## config.mk

```make
export PLATFORM = sky130hd
export DESIGN_NAME = serial_adder_fsm
export DESIGN_NICKNAME = d
export VERILOG_FILES = /design/src/rtl/serial_adder_fsm.sv
export SDC_FILE = /design/constraint.sdc
export NUM_CORES = 1
export LEC_CHECK = 0
export CORE_MARGIN = 2
export CORE_UTILIZATION = 40
export CTS_CLUSTER_DIAMETER = 60
export CTS_CLUSTER_SIZE = 14
export DETAILED_ROUTE_END_ITERATION = 8
export GPL_TIMING_DRIVEN = 0
export SKIP_LAST_GASP = 1
export SLEW_MARGIN = 20
export SYNTH_ARGS = -nofsm -noshare
export SYNTH_HDL_FRONTEND = slang
export SYNTH_HIERARCHICAL = 1
export SYNTH_SLANG_ARGS = --single-unit
```

## constraint.sdc

```tcl
create_clock -name clk -period 2.85 [get_ports clk]
set_clock_uncertainty 0.1 [all_clocks]
set_input_delay 0.57 -clock clk [delete_from_list [all_inputs] [get_ports clk]]
set_output_delay 0.57 -clock clk [all_outputs]
set_load 0.01 [all_outputs]
```

## src/rtl/serial_adder_fsm.sv

```systemverilog
// rtl/serial_adder_fsm.sv - bit-serial WIDTH-bit adder driving a one-bit full-adder cell
module full_adder (
    input  logic input_1,
    input  logic input_2,
    input  logic carry_in,
    output logic sum,
    output logic carry_out
);
    assign sum       = input_1 ^ input_2 ^ carry_in;
    assign carry_out = (input_1 & input_2) | (carry_in & (input_1 ^ input_2));
endmodule

module serial_adder_fsm #(
    parameter int WIDTH = 8
) (
    input  logic             clk,
    input  logic             rst,
    input  logic             start,
    input  logic [WIDTH-1:0] a,
    input  logic [WIDTH-1:0] b,
    input  logic             cin,
    output logic             busy,
    output logic             done,
    output logic [WIDTH-1:0] sum,
    output logic             cout
);
    localparam int CW = $clog2(WIDTH + 1);
    localparam logic [CW-1:0] LAST = CW'(WIDTH - 1);

    typedef enum logic [1:0] {S_IDLE, S_SHIFT, S_DONE} state_t;

    state_t           r_state;
    logic [WIDTH-1:0] r_a_sr;
    logic [WIDTH-1:0] r_b_sr;
    logic [WIDTH-1:0] r_s_sr;
    logic [WIDTH-1:0] r_sum;
    logic [CW-1:0]    r_cnt;
    logic             r_c;
    logic             r_cout;
    logic             r_busy;
    logic             r_done;

    logic             w_fa_sum;
    logic             w_fa_cout;
    logic [WIDTH-1:0] w_s_next;

    full_adder u_fa (
        .input_1   (r_a_sr[0]),
        .input_2   (r_b_sr[0]),
        .carry_in  (r_c),
        .sum       (w_fa_sum),
        .carry_out (w_fa_cout)
    );

    // New sum bit enters at the MSB; after WIDTH shifts the word is aligned.
    assign w_s_next = WIDTH'({w_fa_sum, r_s_sr} >> 1);

    always_ff @(posedge clk or posedge rst) begin
        if (rst) begin
            r_state <= S_IDLE;
            r_a_sr  <= '0;
            r_b_sr  <= '0;
            r_s_sr  <= '0;
            r_sum   <= '0;
            r_cnt   <= '0;
            r_c     <= 1'b0;
            r_cout  <= 1'b0;
            r_busy  <= 1'b0;
            r_done  <= 1'b0;
        end else begin
            case (r_state)
                S_IDLE: begin
                    r_done <= 1'b0;
                    if (start) begin
                        r_a_sr  <= a;
                        r_b_sr  <= b;
                        r_c     <= cin;
                        r_cnt   <= '0;
                        r_busy  <= 1'b1;
                        r_state <= S_SHIFT;
                    end
                end
                S_SHIFT: begin
                    r_s_sr <= w_s_next;
                    r_a_sr <= r_a_sr >> 1;
                    r_b_sr <= r_b_sr >> 1;
                    r_c    <= w_fa_cout;
                    r_cnt  <= r_cnt + 1'b1;
                    if (r_cnt == LAST) begin
                        r_sum   <= w_s_next;
                        r_cout  <= w_fa_cout;
                        r_busy  <= 1'b0;
                        r_done  <= 1'b1;
                        r_state <= S_DONE;
                    end
                end
                S_DONE: begin
                    r_done  <= 1'b0;
                    r_state <= S_IDLE;
                end
                default: begin
                    r_busy  <= 1'b0;
                    r_done  <= 1'b0;
                    r_state <= S_IDLE;
                end
            endcase
        end
    end

    assign busy = r_busy;
    assign done = r_done;
    assign sum  = r_sum;
    assign cout = r_cout;
endmodule

```

==> results of run 1 <==
## through the flow
| stage | power (W) | hold slack, ps | cell area [um^2] | std cells | worst slack (ps) |
|---|---|---|---|---|---|
| 6_report | 0.00229 | 389 | 2280 | 232 | 944 |
| 5_1_grt | 0.00246 | 417 | 2280 | 232 | 799 |
| 3_5_place_dp | 0.00177 | 375 | 2150 | 224 | 636 |
| 3_3_place_gp | 0.00173 | 364 | 2130 | 223 | 408 |
| 2_1_floorplan | 0.00148 | 345 | 1770 | 141 | 1230 |
| 4_1_cts | 0.00232 | 394 | 2280 | 232 | 927 |
## synthesized netlist by cell type (2+ instances only)
cell type  count
a21oi_1        4
a22o_1         3
a22oi_1       14
buf_2          4
clkbuf_1       3
dfrtp_1       41
inv_1          3
mux2_2         7
mux2_4         9
nand2_1       15
nor2_1         2
nor2b_1        4
o21ai_0       15
## cells by family (layout without fill, tap and decap cells)
logic type                 Yosys count  count (layout)  share of synthesized area
AOI/OAI and AO/OA                   42              42                      0.156
adders and majority gates            2               2                     0.0184
buffers and inverters               12              51                     0.0397
DFF                                 41              41                      0.581
muxes                               17              17                      0.127
and+or+nand+nor                     27              27                     0.0780
## layout make-up
| cell class | instances | area share |
|---|---|---|
| sequential | 41 | 0.449 |
| clock inverter | 3 | 0.0285 |
| multi-input combinational | 88 | 0.293 |
| tap | 52 | 0.0285 |
| timing repair buffer | 31 | 0.140 |
| clock buffer | 5 | 0.0301 |
| inverter | 3 | 0.00493 |
| buffer | 9 | 0.0257 |
## worst register-to-register path, cell delays in order (launching register included)
cell,delay (ps)
dfrtp_1,430
ha_1,250
and3b_4,200
and2_4,170
buf_12,140
mux2_4,290
## report_power, final
| part | leakage, nW | switching (W) | internal [W] |
|---|---|---|---|
| Clock | 0.0681 | 0.000197 | 0.000348 |
| Sequential | 0.525 | 0.000153 | 0.000812 |
| Combinational | 0.408 | 0.000315 | 0.000466 |
| Total | 1.00 | 0.000665 | 0.00163 |
## metal layers
metal	wire (um)	up-vias	GRT usage
li1	-	579	-
met1	1490	575	0.199
met2	1600	42	0.244
met3	178	8	0.0361
met4	68	0	0.0919
met5	0	-	0
## worst max path at each step
stage	startpoint	end	slack, ps	depth (start not counted)
CTS	busy$_DFFE_PP0P_	busy	930	1
global route	start	r_b_sr[5]$_DFFE_PP0P_	800	5
global placement	rst	r_a_sr[4]$_DFFE_PP0P_	410	2
floorplan	rst	busy$_DFFE_PP0P_	1230	1
finish	start	r_b_sr[6]$_DFFE_PP0P_	940	5
detailed placement	start	r_b_sr[6]$_DFFE_PP0P_	640	5
## registers in the layout, indices dropped and copies added (netlist names)
name     cells
r_c          1
cout         1
r_state      2
r_cnt        4
r_b_sr       8
sum          8
done         1
r_s_sr       7
busy         1
r_a_sr       8
==> impl_metrics.csv, run 1 <==
group,metric,value,unit
status,status,"complete, no violations",
timing,slew_headroom,0.693,
route,post_drt_wl_per_cell,14.4,um
yosys,synth-seq-cells,41,
yosys,synth-edff-count,0,
finish,multi_input_area,669,um^2
timing,finalCritPeriodShare,0.669,
critical_path,required,2960,ps
critical_path,cp-end-kind,"flop",
floorplan,initial_utilization,0.411,
critical_path,path_class,"primary input to flop",
yosys,synth_top_area_share,0.581,
finish,regArea,1030,um^2
min_path,hold_end,"r_b_sr[3]$_DFFE_PP0P_",
timing,fin_crit,1910,ps
timing,rsz0062_at_grt,"no",
floorplan,die_x,70.4,um
finish,drive_gt1_frac,0.194,
finish,final_cell_mix,"dfrtp_1 (41), clkdlybuf4s50_1 (30), nand2_1 (15), o21ai_0 (15), a22oi_1 (14)",
floorplan,io_pins,31,
placed_design,dpl.hpwl,2390,um
critical_path,crit_fanout,10,
run,drv_cap,0,
global_routing,track_usage,0.157,
global_routing,gr-total-overflow,0,
route,routed_via_density,5.19,
critical_path,critPathLaunchType,"primary input",
placed_design,port_buffers,30,
timing,setup_viol,0,
finish,n_antenna_cell,0,
clock_network,clkTransAtPathRegs,70,ps
yosys,synth_cell_types,30,
critical_path,r2r-start,"r_cnt[0]$_DFFE_PP0P_",
placed_design,gp_congestion,0.807,
floorplan,die_h,70.4,um
critical_path,cp.arrival,2010,ps
timing,hold_viol,0,
clock_network,clkLatencyLatePin,290,ps
yosys,syn_area,1770,um^2
floorplan,dieArea,4960,um^2
critical_path,worst-path-buf-inv,2,
clock_network,cts_buffer_depth,2,
critical_path,max_stage_delay,550,ps
route,dr_total_vias,1204,
finish,final_nets,201,
clock_network,cts_tree,"done",
power,p_leak,1.00,nW
timing,tightestPinTransition,461,ps
finish,fin_util,0.532,
timing,drv_slew,0,
critical_path,crit_chain,"clkdlybuf4s50_1, nor2b_1, buf_2, a22oi_1, o21ai_0",
clock_network,cts-htree-levels,2,
clock_network,cts-root-buf,"clkbuf_8",
route,drcViolationCount,0,
yosys,synth_seq_area_share,0.581,
critical_path,regToRegSetupSlack,1150,ps
clock_network,cts_buffers,5,
yosys,yosysWarningCount,6,
power,power_density,1000,nW/um^2
clock_network,cts_hold_buf,0,
yosys,ys.flop_type,"dfrtp_1",
yosys,syn_inst,141,
min_path,holdCritStartpoint,"r_b_sr[3]$_DFFE_PP0P_",
route,firstDrtPassIters,4,
power,ir_drop,0.369,mV
clock_network,cts_sinks,41,
global_routing,grt_max_degree,33,
route,antenna_left,0,
yosys,syn_avg_cell_area,12.5,um^2
clock_network,cts_setup_buffers,0,
yosys,synthArstFlopShare,1.00,
global_routing,grt_pass1_wl,5990,um
global_routing,antenna_found_initial,0,
finish,fillerInstances,382,
timing,fin_setup_tns,0,ps
route,routed_wl,3330,um
global_routing,grt_pass1_vias,1296,
yosys,synth_top_cell_by_area,"dfrtp_1",
critical_path,crit_family,"buffers and inverters",
clock_network,post_cts_resize_count,0,
timing,fmax,525,MHz
floorplan,core_area,4290,um^2
yosys,syn-num-nets,163,
finish,syn_to_final_growth,29.4,%
route,drtIter0Drc,32,
critical_path,r2r_cells,5,
min_path,hp-class,"flop to flop",
finish,layout_commonest_cell,"dfrtp_1",
critical_path,critPathSlowestCell,"clkdlybuf4s50_1",
critical_path,r2r-end,"sum[2]$_DFFE_PP0P_",
floorplan,rows,24,
min_path,hold_depth,2,
yosys,yosys-top-cells-area,"dfrtp_1 (58%), mux2_4 (7.7%), a22oi_1 (6.0%)",
Note: power is estimated with default switching activity, not from simulation.
==> inputs of run 2 (changes only) <==
- PLACE_DENSITY: unset -> 0.66
- clock period: 2.85 -> 1.6 ns (I/O delays scaled with it)
==> run 2 against run 1 <==
Register-to-register slack got worse by 1100 ps. First-iteration DRC count up 59%. Total power grew 71%. Routed wire length up 4.8%. Count of clock-buffer cells in the layout increased by 2. Critical endpoint is now sum[1]$_DFFE_PP0P_.
==> impl_metrics.csv, run 2 (same netlist as run 1, synthesis figures left out) <==
group,metric,value,unit
global_routing,grt_pass1_vias,1289,
route,drtIter0Drc,51,
power,p_leak,1.09,nW
critical_path,r2r-start,"r_cnt[1]$_DFFE_PP0P_",
placed_design,dpl.hpwl,2530,um
timing,tightestPinTransition,477,ps
power,power_density,1680,nW/um^2
route,routed_wl,3490,um
critical_path,crit_chain,"ha_2, and3b_4, and2_4, clkbuf_16, mux2_4",
clock_network,cts_hold_buf,0,
finish,layout_commonest_cell,"dfrtp_1",
global_routing,track_usage,0.155,
floorplan,rows,24,
finish,fillerInstances,367,
finish,drive_gt1_frac,0.241,
timing,fin_setup_tns,0,ps
run,drv_cap,0,
route,firstDrtPassIters,4,
critical_path,cp.depth,5,
timing,holdWs,266,ps
critical_path,cp.arrival,1670,ps
timing,fin_crit,1600,ps
finish,syn_to_final_growth,32.4,%
clock_network,cts-htree-levels,2,
timing,finalCritPeriodShare,0.998,
global_routing,grt_max_degree,22,
critical_path,crit_path_start,"r_cnt[1]$_DFFE_PP0P_",
route,dr_total_vias,1252,
critical_path,critPathSlowestCell,"dfrtp_1",
clock_network,clkTransAtPathRegs,70,ps
timing,setup_viol,0,
critical_path,cp-end-kind,"flop",
critical_path,regToRegSetupSlack,3,ps
clock_network,clkLatencyLatePin,290,ps
power,ir_drop,0.678,mV
placed_design,port_buffers,30,
route,antenna_left,0,
critical_path,worst-path-buf-inv,1,
critical_path,crit_fanout,5,
route,drcViolationCount,0,
placed_design,gp_congestion,0.845,
clock_network,cts_buffers,5,
finish,final_cell_mix,"dfrtp_1 (40), clkdlybuf4s50_1 (19), nand2_1 (15), o21ai_0 (15), a22oi_1 (14)",
clock_network,cts-root-buf,"clkbuf_8",
global_routing,grt_pass1_wl,6020,um
global_routing,antenna_found_initial,0,
critical_path,r2r-end,"sum[1]$_DFFE_PP0P_",
critical_path,path_class,"flop to flop",
finish,final_nets,208,
critical_path,crit_family,"flip-flops",
timing,fmax,626,MHz
timing,slew_headroom,0.681,
status,status,"complete, no violations",
floorplan,die_x,70.4,um
floorplan,io_pins,31,
clock_network,cts_buffer_depth,2,
critical_path,critPathLaunchType,"flop",
critical_path,r2r_cells,5,
floorplan,die_h,70.4,um
timing,rsz0062_at_grt,"yes",
clock_network,cts_tree,"done",
critical_path,endpoint,"sum[1]$_DFFE_PP0P_",
global_routing,gr-total-overflow,0,
critical_path,required,1680,ps
floorplan,dieArea,4960,um^2
min_path,hp-class,"primary input to async pin",
floorplan,initial_utilization,0.411,
timing,hold_viol,0,
clock_network,cts_sinks,41,
floorplan,core_area,4290,um^2
route,routed_via_density,5.24,
critical_path,max_stage_delay,390,ps
route,post_drt_wl_per_cell,14.6,um
timing,drv_slew,0,
finish,n_antenna_cell,0,
[run 2: cell types whose count changed in the layout (fill, tap and decap cells not counted), sizes merged]
cell           before  now
dlygate4sd2         0    9
dlymetal6s2s        0    2
buf                 7   12
clkbuf              8   12
bufinv              2    0
clkdlybuf4s50      30   19
[run 2: through the flow]
| step | instances | utilization | total power [W] | area, um^2 | setup slack (ps) |
|---|---|---|---|---|---|
| finish | 239 | 0.544 | 0.00392 | 2340 | 2.60 |
| global placement | 223 | 0.497 | 0.00308 | 2130 | -593 |
| floorplan | 141 | - | 0.00264 | 1770 | 30.0 |
| CTS | 235 | 0.530 | 0.00389 | 2280 | 0.348 |
| global route | 239 | 0.544 | 0.00419 | 2340 | -20.7 |
| detailed placement | 224 | 0.503 | 0.00318 | 2160 | -432 |
[run 2: layout make-up]
class | count | area [um^2] | share of cell area
Clock buffer | 7 | 96.3 | 0.0412
Sequential cell | 41 | 1030 | 0.440
Inverter | 3 | 11.3 | 0.00482
Timing Repair Buffer | 38 | 392 | 0.168
Buffer | 9 | 61.3 | 0.0262
Multi-Input combinational cell | 88 | 679 | 0.291
Clock inverter | 1 | 5.00 | 0.00214
Tap cell | 52 | 65.1 | 0.0278
[run 2: worst min path at each step]
stage                                     start               endpoint  slack (ps)  depth (start not counted)
after floorplan            r_cnt[3]$_DFFE_PP0P_   r_cnt[3]$_DFFE_PP0P_         350                          1
after global placement    r_b_sr[1]$_DFFE_PP0P_  r_b_sr[1]$_DFFE_PP0P_         360                          2
after detailed placement  r_b_sr[2]$_DFFE_PP0P_  r_b_sr[2]$_DFFE_PP0P_         380                          2
after CTS                                   rst     sum[0]$_DFFE_PP0P_         280                          2
after global routing                        rst       done$_DFFE_PP0P_         310                          2
final                                       rst     sum[5]$_DFFE_PP0P_         270                          2
[run 2: repair_timing]
action | in CTS | in global routing
setup endpoints to repair | 28 | 21
endpoints found under the hold margin | 0 | 0
gates cloned | 0 | 1
pin swaps | 1 | 1
resized for setup | 10 | 5
buffers inserted | 3 | 3
[run 2: report_power, final]
group | total, W | switching, W | internal (W)
registers | 0.00171 | 0.000262 | 0.00145
logic | 0.00149 | 0.000617 | 0.000868
clock network | 0.000722 | 0.000333 | 0.000389
total | 0.00392 | 0.00121 | 0.00271
[run 2: metal layers]
layer | share of wire | vias to the layer above | global-route usage
li1 | - | 599 | -
met1 | 0.45 | 614 | 0.202
met2 | 0.49 | 36 | 0.249
met3 | 0.048 | 3 | 0.0303
met4 | 0.012 | 0 | 0.0662
met5 | 0 | - | 0
